`src/rtl/uart_pkg.sv`:
```
// Shared UART definitions: parity modes, receiver state encoding and a
// constant-width helper.
package uart_pkg;

  localparam int PAR_NONE = 0;
  localparam int PAR_ODD  = 1;
  localparam int PAR_EVEN = 2;

  typedef enum logic [2:0] {
    RX_IDLE,
    RX_START,
    RX_DATA,
    RX_PARITY,
    RX_STOP,
    RX_WAIT_IDLE
  } rx_state_t;

  function automatic int clog2(input int value);
    int r;
    r = 0;
    for (int i = 0; i < 31; i++) begin
      if ((1 << i) < value) r = i + 1;
    end
    return r;
  endfunction

endpackage

```
`src/rtl/uart_rx_sync.sv`:
```
// Two-flop synchroniser for the serial input; both flops preset high on reset
// so a reset never looks like a start bit.
module uart_rx_sync (
  input  logic clk,
  input  logic rst,
  input  logic d,
  output logic q
);

  logic meta;

  always_ff @(posedge clk) begin
    if (rst) begin
      meta <= 1'b1;
      q    <= 1'b1;
    end else begin
      meta <= d;
      q    <= meta;
    end
  end

endmodule

```
`src/rtl/uart_rx_param.sv`:
```
// Parametrised oversampling UART receiver with valid/ready output and
// parity/framing/overrun reporting. Define UART_RX_MAJORITY_EN for 2-of-3 bit voting.
//
// state        | meaning
// RX_IDLE      | line idle, waiting for a falling edge
// RX_START     | timing to mid start bit, rejecting glitches
// RX_DATA      | shifting in DATA_BITS data bits, LSB first
// RX_PARITY    | sampling the parity bit
// RX_STOP      | sampling STOP_BITS stop bits; frame completes on the last
// RX_WAIT_IDLE | line held low after the frame; wait for it to return high
module uart_rx_param
  import uart_pkg::*;
#(
  parameter int DATA_BITS  = 8,
  parameter int OVERSAMPLE = 8,
  parameter int PARITY     = 0,
  parameter int STOP_BITS  = 1
) (
  input  logic                 clk,
  input  logic                 rst,
  input  logic                 rxd,
  output logic [DATA_BITS-1:0] rx_data,
  output logic                 rx_valid,
  input  logic                 rx_ready,
  output logic                 parity_err,
  output logic                 frame_err,
  output logic                 overrun_err,
  output logic                 busy
);

  localparam int CW = clog2(OVERSAMPLE);
  localparam int BW = clog2(DATA_BITS);
`ifdef UART_RX_MAJORITY_EN
  localparam int MAJ = 1;
`else
  localparam int MAJ = 0;
`endif
  localparam logic [CW-1:0] CNT_START = CW'(OVERSAMPLE / 2 - 1 + MAJ);
  localparam logic [CW-1:0] CNT_BIT   = CW'(OVERSAMPLE - 1);

  rx_state_t state, state_nxt;
  logic [CW-1:0]        cnt;
  logic [BW-1:0]        bit_idx;
  logic [DATA_BITS-1:0] shreg;
  logic                 perr_acc, ferr_acc;
  logic                 rxd_s, smp;
  logic cnt_clr, idx_clr, idx_inc, shift_en, par_en, stop_en, frame_clr, complete;

  uart_rx_sync u_sync (
    .clk (clk),
    .rst (rst),
    .d   (rxd),
    .q   (rxd_s)
  );

`ifdef UART_RX_MAJORITY_EN
  // The vote is taken one cycle late so the window straddles the nominal midpoint.
  logic [1:0] hist;

  always_ff @(posedge clk) begin
    if (rst) hist <= 2'b11;
    else     hist <= {hist[0], rxd_s};
  end

  assign smp = (hist[1] & hist[0]) | (hist[1] & rxd_s) | (hist[0] & rxd_s);
`else
  assign smp = rxd_s;
`endif

  always_comb begin
    state_nxt = state;
    cnt_clr   = 1'b0;
    idx_clr   = 1'b0;
    idx_inc   = 1'b0;
    shift_en  = 1'b0;
    par_en    = 1'b0;
    stop_en   = 1'b0;
    frame_clr = 1'b0;
    complete  = 1'b0;
    case (state)
      RX_IDLE: begin
        cnt_clr = 1'b1;
        if (!rxd_s) state_nxt = RX_START;
      end
      RX_START: begin
        if (cnt == CNT_START) begin
          cnt_clr = 1'b1;
          if (smp) begin
            state_nxt = RX_IDLE;
          end else begin
            state_nxt = RX_DATA;
            idx_clr   = 1'b1;
            frame_clr = 1'b1;
          end
        end
      end
      RX_DATA: begin
        if (cnt == CNT_BIT) begin
          cnt_clr  = 1'b1;
          shift_en = 1'b1;
          if (bit_idx == BW'(DATA_BITS - 1)) begin
            idx_clr   = 1'b1;
            state_nxt = (PARITY != PAR_NONE) ? RX_PARITY : RX_STOP;
          end else begin
            idx_inc = 1'b1;
          end
        end
      end
      RX_PARITY: begin
        if (cnt == CNT_BIT) begin
          cnt_clr   = 1'b1;
          par_en    = 1'b1;
          state_nxt = RX_STOP;
        end
      end
      RX_STOP: begin
        if (cnt == CNT_BIT) begin
          cnt_clr = 1'b1;
          stop_en = 1'b1;
          if (bit_idx == BW'(STOP_BITS - 1)) begin
            complete  = 1'b1;
            state_nxt = smp ? RX_IDLE : RX_WAIT_IDLE;
          end else begin
            idx_inc = 1'b1;
          end
        end
      end
      RX_WAIT_IDLE: begin
        cnt_clr = 1'b1;
        if (rxd_s) state_nxt = RX_IDLE;
      end
      default: state_nxt = RX_IDLE;
    endcase
  end

  always_ff @(posedge clk) begin
    if (rst) begin
      state    <= RX_IDLE;
      cnt      <= '0;
      bit_idx  <= '0;
      shreg    <= '0;
      perr_acc <= 1'b0;
      ferr_acc <= 1'b0;
    end else begin
      state <= state_nxt;
      cnt   <= cnt_clr ? '0 : cnt + CW'(1);
      if (idx_clr)      bit_idx <= '0;
      else if (idx_inc) bit_idx <= bit_idx + BW'(1);
      if (shift_en) shreg <= {smp, shreg[DATA_BITS-1:1]};
      if (frame_clr) begin
        perr_acc <= 1'b0;
        ferr_acc <= 1'b0;
      end
      if (par_en) begin
        if (PARITY == PAR_ODD) perr_acc <= ~(^shreg ^ smp);
        else                   perr_acc <= ^shreg ^ smp;
      end
      if (stop_en && !smp) ferr_acc <= 1'b1;
    end
  end

  // A completing frame only replaces the held word if it is free or leaving now.
  always_ff @(posedge clk) begin
    if (rst) begin
      rx_data     <= '0;
      rx_valid    <= 1'b0;
      parity_err  <= 1'b0;
      frame_err   <= 1'b0;
      overrun_err <= 1'b0;
    end else begin
      overrun_err <= 1'b0;
      if (rx_valid && rx_ready) begin
        rx_valid   <= 1'b0;
        parity_err <= 1'b0;
        frame_err  <= 1'b0;
      end
      if (complete) begin
        if (!rx_valid || rx_ready) begin
          rx_data    <= shreg;
          rx_valid   <= 1'b1;
          parity_err <= perr_acc;
          frame_err  <= ferr_acc | ~smp;
        end else begin
          overrun_err <= 1'b1;
        end
      end
    end
  end

  assign busy = (state != RX_IDLE);

endmodule

```
`config.mk`:
```
export PLATFORM = sky130hd
export DESIGN_NAME = uart_rx_param
export DESIGN_NICKNAME = d
export VERILOG_FILES = /design/src/rtl/uart_pkg.sv /design/src/rtl/uart_rx_sync.sv /design/src/rtl/uart_rx_param.sv
export SDC_FILE = /design/constraint.sdc
export NUM_CORES = 1
export LEC_CHECK = 0
export BUFFER_PORTS_ARGS = -buffer_cell sky130_fd_sc_hd__buf_4
export CORE_MARGIN = 2
export CORE_UTILIZATION = 57
export DETAILED_ROUTE_END_ITERATION = 10
export PLACE_DENSITY = 0.78
export SYNTH_ARGS = -nofsm -noshare
export SYNTH_HDL_FRONTEND = slang
export SYNTH_SLANG_ARGS = --single-unit
```
`constraint.sdc`:
```
create_clock -name clk -period 1.8 [get_ports clk]
set_input_delay 0.09 -clock clk [delete_from_list [all_inputs] [get_ports clk]]
set_output_delay 0.09 -clock clk [all_outputs]
set_load 0.02 [all_outputs]
```
==> reports/qor.txt, run 1 <==
Yosys top cell area share - 43.00%
Pwr Total - 1.242 mW
Inserted Diodes - 0
Synth cell types - 40
Worst Skew - 6.994 ps
Routability cong. - 0.9033
Starting Density - 60.91%
Peak Freq - 599.7 MHz
First drt pass iteration count - 9
Initial detailed-routing violation count - 34
Area growth, synth to finish - 13.03%
Ys flop type - dfxtp_1
IO Count - 17
Initial antenna violation count - 0
Die width - 55.92 µm
Top cell by count, worst path - ha_1
Critical path arrival - 1890 ps
Reg clk slew, reported paths - 100 ps
Layout net count - 207
Routed wl met3 - 114 µm
Drc violations - 0
Minimum clock period - 1667 ps
Row cnt - 18
CP max-delay cell - dfxtp_1
Setup_tns - 0 ps
Core box area - 2522 µm²
Worst Setup SP - bit_idx[0]$_SDFFE_PP0P_
Area leader, netlist - dfxtp_1
Most frequent cell after synthesis - dfxtp_1
Die outline area - 3127 µm²
Share of cells above drive strength 1 - 18.18%
Crit start category - register
Cell area after synthesis - 1536 µm²
Pin slew with the least headroom to its limit - 459.3 ps
Clk_lat worst skew - 340 ps
Wl on met1 - 1348 µm
Comb power frac - 6.9%
Synth top area cells - dfxtp_1 43%, a21oi_1 8.1%, nand2_1 7.6%, ha_1 4.9%, nand3_1 3.6%
Ys async rst share - 0%
Crit-path max FO - 3
Synth Instances - 181
Sw Share - 25.08%
CTS tree - yes
Slowest stage delay, CP - 350 ps
Met2 wire len - 1535 µm
I/O Buffers - 16
Die height - 55.92 µm
Post-DRT Antenna Nets - 0
Dpl hpwl - 2161 µm
Warnings, synthesis - 0
Post-CTS Setup Inserts - 0
WL/cell - 13.46 µm
Drt via density - 5.618
Kind of critical path - reg -> reg
Max-slew violations - 0
Leak pwr - 0.6462 nW
CTS sink cnt - 33
Switching pwr - 311.5 µW
RSZ-0062 raised after global routing - false
DP Area - 1652 µm²
#FFs+latches synth - 33
Syn Nets - 191
Reg power frac - 61.0%
Cell Int Power - 930.4 µW
Status - finished clean
Vias - 1,281
Max-cap violation count - 0
Hold Crit Start - rst
Top Metal Used - met4
Clock Tree Buf Depth - 2
Hold Path Class - in -> reg
Reg-to-reg startpoint - bit_idx[0]$_SDFFE_PP0P_
Final hold violations - 0
Worst Path Required - 2030 ps
Post-Route WL - 3069 µm
Total gr overflow - 0
First-pass GRT wire length - 5085 µm
Period utilisation layout - 92.64%
Setup-failing EPs final - 0
Endpoint class of the critical path - register
CTS HTree Levels - 2
Vias in the first global route - 1,181
Fin area - 1737 µm²
Maximum VDD drop - 0.0006854 V
GRT Util Overall - 21.08%
Synth cell count leaders - 33 x dfxtp_1, 31 x nand2_1, 25 x a21oi_1, 11 x nand3_1, 10 x nor2_1
CTS root buffer - clkbuf_4
Num CTS Buffers - 5
Worst path cell trace - ha_1, ha_1, o21ai_2, a22oi_1, o221ai_1, mux2i_1, nor2_1
Syn Area/Cell - 8.489 µm²
Final hold slack - 114.1 ps
Post-synth EDFFs - 0
Power Density - 715.1 nW/µm²
Cells after DPL - 219
Max-slew headroom at the worst pin - 69.34%
Final Non-Filler Cells - 228
Post-synthesis sequential area ratio - 43.00%
Clock share of power - 32.1%
Largest net degree at the start of global routing - 30
[routing by layer]
metal | vias to the layer above | track usage [%]
li1 | 644 | -
met1 | 597 | 24.67
met2 | 30 | 34.86
met3 | 10 | 5.116
met4 | 0 | 12.59
met5 | - | 0
[stage by stage]
step | worst slack, ps | utilization (%)
floorplan | 204.1 | -
global placement | 117.0 | 65.48
detailed placement | 8.606 | 65.48
CTS | -12.62 | 67.91
global route | 3.815 | 68.85
finish | 132.5 | 68.85
[worst max-delay path, delay by kind of cell, from the launching register on]
family,cells,cell delay [ps]
flops,1,350
mux,1,220
simple gates,1,50
fa+ha+maj,2,430
compound gates,3,510
[final timing paths]
kind	endpoint	slack, ps	cells after the start
worst max register to register	state[0]$_SDFFE_PP0P_	130	7
worst max-delay path	state[0]$_SDFFE_PP0P_	130	7
worst min register to register	u_sync.q$_SDFF_PP1_	420	1
worst min-delay path	state[2]$_SDFFE_PP0P_	110	2
[placed cells by master, fill, tap and decap left out, drive strengths merged]
master / Yosys / final
dfxtp: 33 / 33
nand2: 31 / 31
a21oi: 26 / 26
buf: 7 / 18
nand3: 12 / 12
nor2: 11 / 11
inv: 7 / 7
xnor2: 6 / 6
ha: 6 / 6
clkbuf: 3 / 6
o21ai: 5 / 5
nand2b: 4 / 4
nor2b: 4 / 4
nor3: 4 / 4
or3: 3 / 3
or2: 3 / 3
mux2i: 3 / 3
nor3b: 2 / 2
clkinv: 0 / 2
nand3b: 1 / 1
a22oi: 1 / 1
o221ai: 1 / 1
o21bai: 1 / 1
a222oi: 1 / 1
and2: 1 / 1
xnor3: 1 / 1
xor2: 1 / 1
a32oi: 1 / 1
o22a: 1 / 1
a21o: 1 / 1
dlygate4sd3: 0 / 1
[registers in the layout, indices dropped and copies added, names as in the netlist, 3 cells and up]
name / flops
cnt: 3
rx_data: 8
bit_idx: 3
shreg: 8
state: 3
[kinds of logic after synthesis]
group                      share of synthesized area [%]
adders and majority gates                          4.886
and+or+nand+nor                                    24.35
DFF                                                43.00
muxes                                              1.954
xor gates and xnor gates                           5.945
buffers and inverters                              5.456
AOI/OAI and AO/OA                                  14.41
[power by group through the flow]
stage               combinational [mW]  clock [mW]  sequential (mW)
finish                          0.0860       0.399            0.757
detailed placement              0.0834           0            0.774
CTS                             0.0856       0.406            0.757
floorplan                       0.0805           0            0.759
global route                    0.0962       0.445            0.760
global placement                0.0804           0            0.773
[repair_timing]
item | in CTS | in global routing
endpoints found under the hold margin | 1 | 0
setup endpoints to repair | 1 | 19
gates resized for setup | 0 | 5
hold buffers | 1 | 0
[area by class of cell]
| type | count | area (µm²) |
|---|---|---|
| clock buffers | 6 | 41.29 |
| multi-input cells | 131 | 815.8 |
| clock inverters | 2 | 10.01 |
| fillers | 219 | 785.8 |
| repair buffers | 19 | 145.1 |
| flip-flops and latches | 33 | 660.6 |
| inverters | 7 | 26.28 |
| well taps | 30 | 37.54 |
(Power assumes the default switching activity.)
==> run 2, diff against run 1 <==
- REMOVE_ABC_BUFFERS: default -> 1
- SKIP_LAST_GASP: default -> 1
==> reports/qor.txt, run 2 (synthesized netlist as in run 1, its figures left out) <==
Status - finished clean
Power Density - 721.1 nW/µm² (+0.84%)
Setup-failing EPs final - 0 (unchanged)
Kind of critical path - reg -> reg
CTS tree - yes
Post-Route WL - 2869 µm (-6.5%)
Row cnt - 18 (unchanged)
Hold Path Class - in -> reg
Most frequent cells in the layout - 33 x dfxtp_1, 30 x nand2_1, 25 x a21oi_1
Max-slew violations - 0 (unchanged)
Max-slew headroom at the worst pin - 71.55% (+2.2 points)
Die height - 55.92 µm (unchanged)
Flop2flop setup slack - 110 ps (-20 ps)
Num CTS Buffers - 5 (unchanged)
Peak Freq - 592.5 MHz (-1.2%)
Crit start category - register
Clk_lat worst skew - 320 ps (-20 ps)
I/O Buffers - 16 (unchanged)
CTS root buffer - clkbuf_4
Reg-to-reg startpoint - cnt[0]$_SDFF_PP0_
CTS HTree Levels - 2 (unchanged)
Critical path arrival - 1950 ps (+60 ps)
Biggest regs - rx_data x8, shreg x8
Inserted Diodes - 0 (unchanged)
Worst Hold End - state[0]$_SDFFE_PP0P_
CP max-delay cell - dfxtp_1
Share of cells above drive strength 1 - 18.59% (+0.41 points)
Reg2Reg Depth - 7 (unchanged)
Vias in the first global route - 1,160 (-1.8%)
CTS sink cnt - 33 (unchanged)
First-pass GRT wire length - 4871 µm (-4.2%)
Most common cell after layout, fill and taps aside - dfxtp_1
Dpl hpwl - 2002 µm (-7.4%)
Endpoint class of the critical path - register
Hold Crit Start - rst
WP buf/inv - 0 (unchanged)
GRT Util Overall - 19.33% (-1.8 points)
Drt via density - 5.507 (-2.0%)
Die outline area - 3127 µm² (unchanged)
Crit-path max FO - 6 (+3)
Largest net degree at the start of global routing - 30 (unchanged)
Total gr overflow - 0 (unchanged)
Layout net count - 209 (+0.97%)
Worst path cell trace - ha_1, ha_2, nand2b_2, nor3_4, o21ai_1, o22a_1, a21oi_1
Die width - 55.92 µm (unchanged)
IO Count - 17 (unchanged)
RSZ-0062 raised after global routing - true
Final hold violations - 0 (unchanged)
Drc violations - 0 (unchanged)
Clock Tree Buf Depth - 2 (unchanged)
Leak pwr - 0.6563 nW (+1.6%)
Cells after DPL - 220 (+0.46%)
Core box area - 2522 µm² (unchanged)
CP top delay family - compound AO/OA/AOI/OAI gates
Area growth, synth to finish - 13.60%
Vias - 1,261 (-1.6%)
Worst R2R End - frame_err$_SDFF_PP0_
Initial antenna violation count - 0 (unchanged)
Post-DRT Antenna Nets - 0 (unchanged)
Final Non-Filler Cells - 229 (+0.44%)
Initial detailed-routing violation count - 54 (+59%)
Pin slew with the least headroom to its limit - 425.7 ps (-33.59 ps)
WL/cell - 12.53 µm (-6.9%)
Worst Skew - 7.180 ps (+0.1855 ps)
First drt pass iteration count - 4 (-5)
Pwr Total - 1.259 mW (+1.3%)
Worst hold stages - 2 (unchanged)
Worst Path Required - 2060 ps (+30 ps)
Max-cap violation count - 0 (unchanged)
Reg clk slew, reported paths - 100 ps (about the same)
Routability cong. - 0.8073 (-11%)
Minimum clock period - 1688 ps (+20.21 ps)
Slowest stage delay, CP - 350 ps (about the same)
Period utilisation layout - 93.76% (+1.1 points)
Starting Density - 60.91% (unchanged)
Maximum VDD drop - 0.0006535 V (-4.7%)
[run 2: cell count changes in the layout (fill, tap and decap cells not counted), sizes merged]
cell    delta
clkinv     -2
clkbuf     +1
buf        +2
[run 2: area by class of cell]
cell class,count,area (µm²)
Multi-Input combinational cell,131,805.8
Fill cell,212,777.0
Sequential cell,33,660.6
Timing Repair Buffer,21,160.2
Clock buffer,7,55.05
Tap cell,30,37.54
Inverter,7,26.28
[run 2: layer usage]
metal  vias to the layer above  share of wire [%]  global-route usage [%]  wire [µm]
met5                         -                  0                       0          0
met1                       585                 47                   24.82       1360
met2                        31                 48                   31.97       1369
met4                         0               0.49                   6.122         14
met3                         2                4.3                   4.884        124
li1                        643                  -                       -          -
[run 2: through the flow]
stage               instance area, µm²  utilization (%)  setup slack [ps]  TNS, ps  hold slack (ps)
floorplan                         1479                -            -6.927   -55.42            152.4
global placement                  1659            65.77             86.54        0            271.5
detailed placement                1659            65.77            -4.862   -9.479            278.1
CTS                               1730            68.60             33.65        0            117.3
global route                      1745            69.20            -9.746   -22.54            138.1
finish                            1745            69.20             112.3        0            126.8
[run 2: worst max path at each step]
| stage | depth (start not counted) | endpoint | startpoint |
|---|---|---|---|
| global route | 7 | rx_data[6]$_SDFFE_PP0P_ | cnt[0]$_SDFF_PP0_ |
| floorplan | 7 | rx_data[0]$_SDFFE_PP0P_ | cnt[0]$_SDFF_PP0_ |
| finish | 7 | frame_err$_SDFF_PP0_ | cnt[0]$_SDFF_PP0_ |
| detailed placement | 7 | rx_data[3]$_SDFFE_PP0P_ | cnt[0]$_SDFF_PP0_ |
| CTS | 7 | frame_err$_SDFF_PP0_ | cnt[0]$_SDFF_PP0_ |
| global placement | 7 | rx_data[2]$_SDFFE_PP0P_ | cnt[0]$_SDFF_PP0_ |
[run 2: what timing repair did]
| item | in CTS | in global routing |
|---|---|---|
| gates resized for setup | 1 | 3 |
| buffers inserted | 0 | 1 |
| pin swaps | 0 | 1 |
| hold endpoints to repair | 1 | 0 |
| setup endpoints to repair | 9 | 10 |
| hold buffers | 1 | 0 |
[run 2: power breakdown]
group	switching, mW	total, mW	internal (mW)
clock	0.233	0.418	0.184
combinational	0.0424	0.0854	0.0430
sequential	0.0168	0.756	0.739
==> run 3, diff against run 2 <==
- CORE_ASPECT_RATIO: default -> 0.6
- CTS_CLUSTER_DIAMETER: default -> 120
- GPL_TIMING_DRIVEN: default -> 0
==> reports/qor.txt, run 3 (synthesized netlist as in run 1, its figures left out) <==
GRT Util Overall - 23.59% (+4.3 points)
Worst Setup SP - bit_idx[0]$_SDFFE_PP0P_
Final setup margin - 117.4 ps (+5.134 ps)
Initial antenna violation count - 0 (unchanged)
CTS HTree Levels - 2 (unchanged)
Reg clk slew, reported paths - 70 ps (-30 ps)
Crit start category - register
Post-layout util - 70.20% (+1.0 points)
Status - finished clean
Cells after DPL - 219 (-0.45%)
Reg-to-reg startpoint - bit_idx[0]$_SDFFE_PP0P_
Crit-path max FO - 3 (-3)
Clock Tree Buf Depth - 2 (unchanged)
Area growth, synth to finish - 16.04%
Vias - 1,301 (+3.2%)
CTS sink cnt - 33 (unchanged)
Largest net degree at the start of global routing - 30 (unchanged)
Power Density - 776.0 nW/µm² (+7.6%)
Final Non-Filler Cells - 231 (+0.87%)
Total gr overflow - 0 (unchanged)
Max-cap violation count - 0 (unchanged)
Endpoint class of the critical path - register
IO Count - 17 (unchanged)
Max-slew headroom at the worst pin - 70.38% (-1.2 points)
Initial detailed-routing violation count - 78 (+44%)
Period utilisation layout - 93.48% (-0.29 points)
Biggest regs - rx_data x8, shreg x8
First-pass GRT wire length - 5582 µm (+15%)
Peak Freq - 594.3 MHz (+0.30%)
Max-slew violations - 0 (unchanged)
Worst Skew - 10.08 ps (+2.904 ps)
Hold Path Class - in -> reg
Inserted Diodes - 0 (unchanged)
Vias in the first global route - 1,228 (+5.9%)
Final hold slack - 175.6 ps (+48.79 ps)
Area of the multi-input gates - 819.5 µm² (+1.7%)
Leak pwr - 0.6585 nW (+0.33%)
Most common cell after layout, fill and taps aside - dfxtp_1
Core box area - 2540 µm² (+0.69%)
Num CTS Buffers - 5 (unchanged)
Drt via density - 5.632 (+2.3%)
Critical path arrival - 1850 ps (-100 ps)
# fillers - 194 (-8.5%)
Die width - 71.03 µm (+27%)
CTS tree - yes
Die outline area - 3140 µm² (+0.43%)
Post-DRT Antenna Nets - 0 (unchanged)
Post-Route WL - 3302 µm (+15%)
WL/cell - 14.29 µm (+14%)
Kind of critical path - reg -> reg
Most frequent cells in the layout - 32 x dfxtp_1, 31 x nand2_1, 25 x a21oi_1
Clk_lat worst skew - 290 ps (-30 ps)
Routability cong. - 0.7777 (-3.7%)
Dpl hpwl - 2206 µm (+10%)
Die height - 44.22 µm (-21%)
Setup WS pre-CTS - -478.4 ps (-473.6 ps)
Worst Path Required - 1970 ps (-90 ps)
Final hold violations - 0 (unchanged)
CTS root buffer - clkbuf_8
Minimum clock period - 1683 ps (-5.134 ps)
Drc violations - 0 (unchanged)
Share of cells above drive strength 1 - 18.59% (unchanged)
First drt pass iteration count - 5 (+1)
Maximum VDD drop - 0.0004795 V (-27%)
Layout net count - 208 (-0.48%)
Row cnt - 14 (-4)
I/O Buffers - 16 (unchanged)
Starting Density - 60.49% (-0.42 points)
Hold Crit Start - rst
FF/Latch Area - 661.9 µm² (+0.19%)
Pin slew with the least headroom to its limit - 443.3 ps (+17.56 ps)
RSZ-0062 raised after global routing - false
Setup-failing EPs final - 0 (unchanged)
[run 3: final timing paths]
kind                           endpoint  slack [ps]  cells past startpoint
setup reg to reg  state[0]$_SDFFE_PP0P_         120                      7
hold reg to reg     u_sync.q$_SDFF_PP1_         410                      1
hold / removal    parity_err$_SDFF_PP0_         180                      2
setup / recovery  state[0]$_SDFFE_PP0P_         120                      7
[run 3: critical path: stages, from the launching register on]
cell	delay, ps
dfxtp_1	340
ha_1	210
ha_1	230
o21ai_2	190
a22oi_1	110
o221ai_1	230
mux2i_1	210
nor2_1	60
[run 3: what timing repair did]
item / CTS / global route
endpoints found under the setup margin: 10 / 17
pin swaps: 1 / 2
hold buffers: 1 / 0
resized for setup: 3 / 3
gates cloned: 0 / 0
setup buffers: 2 / 1
hold endpoints to repair: 1 / 0
[run 3: per-layer routing]
| metal | track usage [%] | vias to the layer above | share of wire [%] |
|---|---|---|---|
| li1 | - | 645 | - |
| met1 | 31.08 | 595 | 46 |
| met2 | 35.33 | 50 | 43 |
| met3 | 8.428 | 11 | 8.1 |
| met4 | 10.94 | 0 | 3.1 |
| met5 | 0 | - | 0 |
[run 3: where the power goes]
part	internal (mW)	switching, mW
logic	0.0431	0.0454
registers	0.739	0.0199
clock network	0.268	0.268
total	1.05	0.334
[run 3: layout make-up]
class	instances	share of cell area (%)
Sequential cell	33	37.12
Tap cell	32	2.246
Timing Repair Buffer	20	8.561
Inverter	7	1.474
Clock buffer	6	4.070
Multi-Input combinational cell	131	45.96
Clock inverter	2	0.5614
[run 3: metrics by stage]
step           TNS, ps  cell area (µm²)  total power, mW
2_1_floorplan   -55.42             1479           0.8247
3_3_place_gp     -3379             1639           0.8515
3_5_place_dp     -4344             1639           0.8598
4_1_cts              0             1758            1.395
5_1_grt              0             1783            1.438
6_report             0             1783            1.384
